===== src/rtl/rule90_rewind.sv =====
// Rule 90 cellular automaton run backwards, one generation per clock.
// Ports: clk, resetn, start/data/steps (request), busy, done, q (state).
// Option: RULE90_REWIND_ZERO_STOP_EN ends a run early once q is all-zero.
module rule90_rewind #(
  parameter int WIDTH = 512,
  parameter int CNT_W = 16
) (
  input  logic             clk,
  input  logic             resetn,
  input  logic             start,
  input  logic [WIDTH-1:0] data,
  input  logic [CNT_W-1:0] steps,
  output logic             busy,
  output logic             done,
  output logic [WIDTH-1:0] q
);

  if (WIDTH % 2 != 0) begin : g_bad_width
    $fatal(1, "rule90_rewind: WIDTH must be even");
  end

  localparam logic [0:0] IDLE = 1'b0;
  localparam logic [0:0] RUN  = 1'b1;

  logic [0:0]       state;
  logic [CNT_W-1:0] cnt;
  logic [WIDTH-1:0] prev;
  logic             acc_o;
  logic             acc_e;
  logic             zero_cap;
  logic             zero_run;

  // Odd cells: prefix XOR of even cells from the bottom.
  // Even cells: suffix XOR of odd cells from the top.
  always_comb begin
    prev  = '0;
    acc_o = 1'b0;
    acc_e = 1'b0;
    for (int k = 0; k < WIDTH / 2; k++) begin
      acc_o = acc_o ^ q[2*k];
      prev[2*k+1] = acc_o;
    end
    for (int k = WIDTH / 2 - 1; k >= 0; k--) begin
      acc_e = acc_e ^ q[2*k+1];
      prev[2*k] = acc_e;
    end
  end

`ifdef RULE90_REWIND_ZERO_STOP_EN
  // All-zero is its own predecessor, so nothing is left to do.
  assign zero_cap = ~|data;
  assign zero_run = ~|q;
`else
  assign zero_cap = 1'b0;
  assign zero_run = 1'b0;
`endif

  assign busy = (state == RUN);

  always_ff @(posedge clk or negedge resetn) begin
    if (!resetn) begin
      state <= IDLE;
      cnt   <= '0;
      q     <= '0;
      done  <= 1'b0;
    end else begin
      done <= 1'b0;
      case (state)
        IDLE: begin
          if (start) begin
            q   <= data;
            cnt <= steps;
            if (steps == '0 || zero_cap) begin
              cnt  <= '0;
              done <= 1'b1;
            end else begin
              state <= RUN;
            end
          end
        end
        RUN: begin
          q   <= prev;
          cnt <= cnt - 1'b1;
          if (zero_run) begin
            cnt   <= '0;
            state <= IDLE;
            done  <= 1'b1;
          end else if (cnt == CNT_W'(1)) begin
            state <= IDLE;
            done  <= 1'b1;
          end
        end
        default: state <= IDLE;
      endcase
    end
  end

endmodule


===== config.mk =====
export PLATFORM = sky130hd
export DESIGN_NAME = rule90_rewind
export DESIGN_NICKNAME = d
export VERILOG_FILES = /design/src/rtl/rule90_rewind.sv
export SDC_FILE = /design/constraint.sdc
export NUM_CORES = 1
export LEC_CHECK = 0
export CORE_AREA = 2 2 406 408
export CTS_CLUSTER_DIAMETER = 200
export DETAILED_ROUTE_END_ITERATION = 10
export DIE_AREA = 0 0 408 410
export GPL_TIMING_DRIVEN = 0
export RECOVER_POWER = 100
export SLEW_MARGIN = 40
export SYNTH_ARGS = -nofsm -noshare
export SYNTH_HDL_FRONTEND = slang
export SYNTH_SLANG_ARGS = --single-unit
export TNS_END_PERCENT = 30

===== constraint.sdc =====
create_clock -name clk -period 4.36 [get_ports clk]
set_clock_uncertainty 0.1 [all_clocks]
set_input_delay 0.872 -clock clk [delete_from_list [all_inputs] [get_ports clk]]
set_output_delay 0.872 -clock clk [all_outputs]
set_load 0.02 [all_outputs]

==> results.json <==
{
  "port_buffers": 1043,
  "gr-usage-all-layers_pct": 22.3,
  "synth_cell_type_count": 62,
  "postRouteWirelength_mm": 193,
  "synth_top_flop_cell": "dfrtp_1",
  "grt_overflow": 0,
  "viasPerCell": 4.63,
  "max_slew_margin_pct": -93.4,
  "clk_pin_slew_ps": 60,
  "hold_viol_final": 0,
  "syn_to_final_growth_pct": 56.0,
  "die_x_um": 408,
  "holdWs_ps": 408,
  "antenna_found_initial": 38,
  "ioPinCount": 1045,
  "crit_arrival_ps": 4870,
  "nets": 5251,
  "place.gp.congestion": 0.923,
  "critPathSlowestCell": "xnor3_4",
  "path_buf_inv": 2,
  "cts_tree": "built",
  "preCtsSetupSlack_ps": -1810,
  "required_ps": 4780,
  "crit_top_cell": "xnor3_2",
  "synth_edf_count": 0,
  "violations": "max-capacitance violations, max-slew violations, negative setup slack",
  "drtAntennaViolNets": 0,
  "grt_pass1_wl_mm": 265,
  "hp-class": "register to register",
  "slew_viol_final": 63,
  "via_count": 32340,
  "worstSetupEndpointType": "register",
  "dieArea_um2": 167000,
  "yosysTopAreaCellShare_pct": 37.5,
  "yosysTopAreaCell": "dfrtp_1",
  "rsz0062_at_grt": "true",
  "numCtsBuffers": 72,
  "ys_seq_elements": 530,
  "final_cell_area_um2": 55200,
  "grt_max_degree": 70,
  "ys_warn_count": 0,
  "syn_area_um2": 35400,
  "synthArstFlopShare_pct": 100,
  "cap_violations": 2,
  "worstPathMaxFanout": 3,
  "row_count": 149,
  "path_class": "register to register",
  "coreArea_um2": 163000,
  "grt_pass1_vias": 33046,
  "avgSynthCellArea_um2": 10.4,
  "startpoint_type": "register",
  "dr.pass1.iters": 5,
  "finalCritPeriodShare_pct": 102,
  "wire_per_inst_um": 27.6,
  "initial_core_util_pct": 21.6,
  "ys_seq_area_share_pct": 37.5,
  "hpwl_mm": 153,
  "drc": 0,
  "fp.dieH_um": 410,
  "cp_cell_sequence": "xnor3_1 -> xnor2_2 -> xnor3_2 -> xnor3_2 -> xnor3_2 -> xnor3_4 -> buf_12 -> buf_12 -> xnor3_2 -> xnor3_2 -> xnor3_2 -> xnor2_1 -> o21ai_1",
  "placed_area_um2": 49100,
  "fin_ws_ps": -83.0,
  "yosys-top-cells-area": "dfrtp_1 (37%), xnor2_1 (13%), mux2i_1 (11%), xor2_1 (7.0%), xnor3_1 (6.9%)",
  "clock_path_buffers": 3,
  "cts_max_level": 3,
  "status": "complete, but fails checks",
  "fin_crit_ps": 4440,
  "root_buffer": "clkbuf_16",
  "max_slew.worst_pin.slew_ps": 2900,
  "setup_viol": 15,
  "cts_num_sinks": 530,
  "fmax_ghz": 0.225,
  "critPathTopFamily": "XOR/XNOR gates",
  "r2r_setup_slack_ps": -80,
  "first_iter_violations": 2307,
  "max_stage_delay_ps": 550,
  "clkLatencyLatePin_ps": 690,
  "layout-drive-gt1-share_pct": 14.3,
  "syn_inst": 3393,
  "synthesis.nets": 3926
}
## layout make-up
type,instances,area [um2]
Multi-Input combinational cell,2650,23100
Clock inverter,28,392
Sequential cell,530,13300
Inverter,5,18.8
Fill cell,16602,108000
Buffer,208,926
Clock buffer,101,2080
Timing Repair Buffer,1251,12600
Tap cell,2189,2740
Antenna cell,21,52.6
## cell families (layout without fill, tap and decap cells)
group	Yosys count	in the layout	synth area share, %
compound gates	697	697	11.2
xor+xnor	961	961	30.2
fa+ha+maj	2	2	0.0707
buf+inv	213	1593	2.32
flops	530	530	37.5
mux	387	387	11.0
other cells	0	21	0
simple gates	603	603	7.82
## per-layer routing
| layer | GRT usage (%) | vias to the layer above | wire length [um] |
|---|---|---|---|
| met1 | 27.5 | 16474 | 78600 |
| met2 | 37.7 | 1278 | 93100 |
| met4 | 8.23 | 28 | 7650 |
| li1 | - | 14299 | - |
| met5 | 0 | - | 184 |
| met3 | 5.37 | 261 | 13200 |
## placed cells by master, fill, tap and decap left out, drive strengths merged, types with 5 or more instances in the layout
cell,netlist,routed
dlygate4sd3,0,307
a21oi,153,153
nor2b,149,149
clkdlybuf4s50,0,736
diode,0,21
o21ai,367,367
nor3,7,7
nand3b,5,5
a211oi,146,146
nand3,5,5
a21o,7,7
xnor3,115,115
bufinv,0,7
xor3,27,27
dfrtp,530,530
xnor2,531,531
clkbuf,170,276
nor4,8,8
clkinv,0,15
nand2,385,385
xor2,288,288
nor2,23,23
mux2i,378,378
mux2,9,9
nor3b,5,5
buf,38,240
inv,5,9
## timing repair
item / in CTS / in global routing
resized for setup: 269 / 128
buffers inserted: 107 / 83
cloned: 1 / 0
pin swaps: 144 / 81
hold endpoints to repair: 39 / 0
hold buffers: 1 / 0
endpoints found under the setup margin: 384 / 209
## sequential cells by signal (all words and copies together) (netlist names)
name,count
done,1
cnt,16
busy,1
q,512
## worst paths after layout
path | startpoint | to | cells past startpoint
max | q[30]$_DFFE_PN0P_ | q[421]$_DFFE_PN0P_ | 13
min | cnt[0]$_DFFE_PN0P_ | cnt[0]$_DFFE_PN0P_ | 1
max reg2reg | q[30]$_DFFE_PN0P_ | q[421]$_DFFE_PN0P_ | 13
min reg2reg | cnt[0]$_DFFE_PN0P_ | cnt[0]$_DFFE_PN0P_ | 1
max in group asynchronous | resetn | q[432]$_DFFE_PN0P_ | 5
min in group asynchronous | resetn | q[139]$_DFFE_PN0P_ | 2
## through the flow
stage          cells  util, %  TNS (ps)
2_1_floorplan   3393        -         0
3_3_place_gp    6625     29.7         -
3_5_place_dp    6642     30.1   -311060
4_1_cts         6880     33.0     -8210
5_1_grt         6970     33.7    -18280
6_report        6983     33.8      -565
## worst reg2reg max path: stages, from the launching register on
cell and delay [ps]:
dfrtp_1 360, xnor3_1 440, xnor2_2 260, xnor3_2 380
xnor3_2 370, xnor3_2 420, xnor3_4 560, buf_12 180
buf_12 140, xnor3_2 260, xnor3_2 290, xnor3_2 310
xnor2_1 170, o21ai_1 70
## synthesized netlist by cell type (all sizes together), types with 7 or more instances
library cell	n
xor2	288
nor2	23
nor3	7
xnor3	115
xor3	27
clkbuf	170
a21o	7
mux2i	378
mux2	9
o21ai	367
xnor2	531
dfrtp	530
buf	38
a211oi	146
a21oi	153
nor2b	149
nand2	385
nor4	8
Power is not shown: default switching activity piles up to over one toggle a cycle in this logic, so the estimate is an artifact.
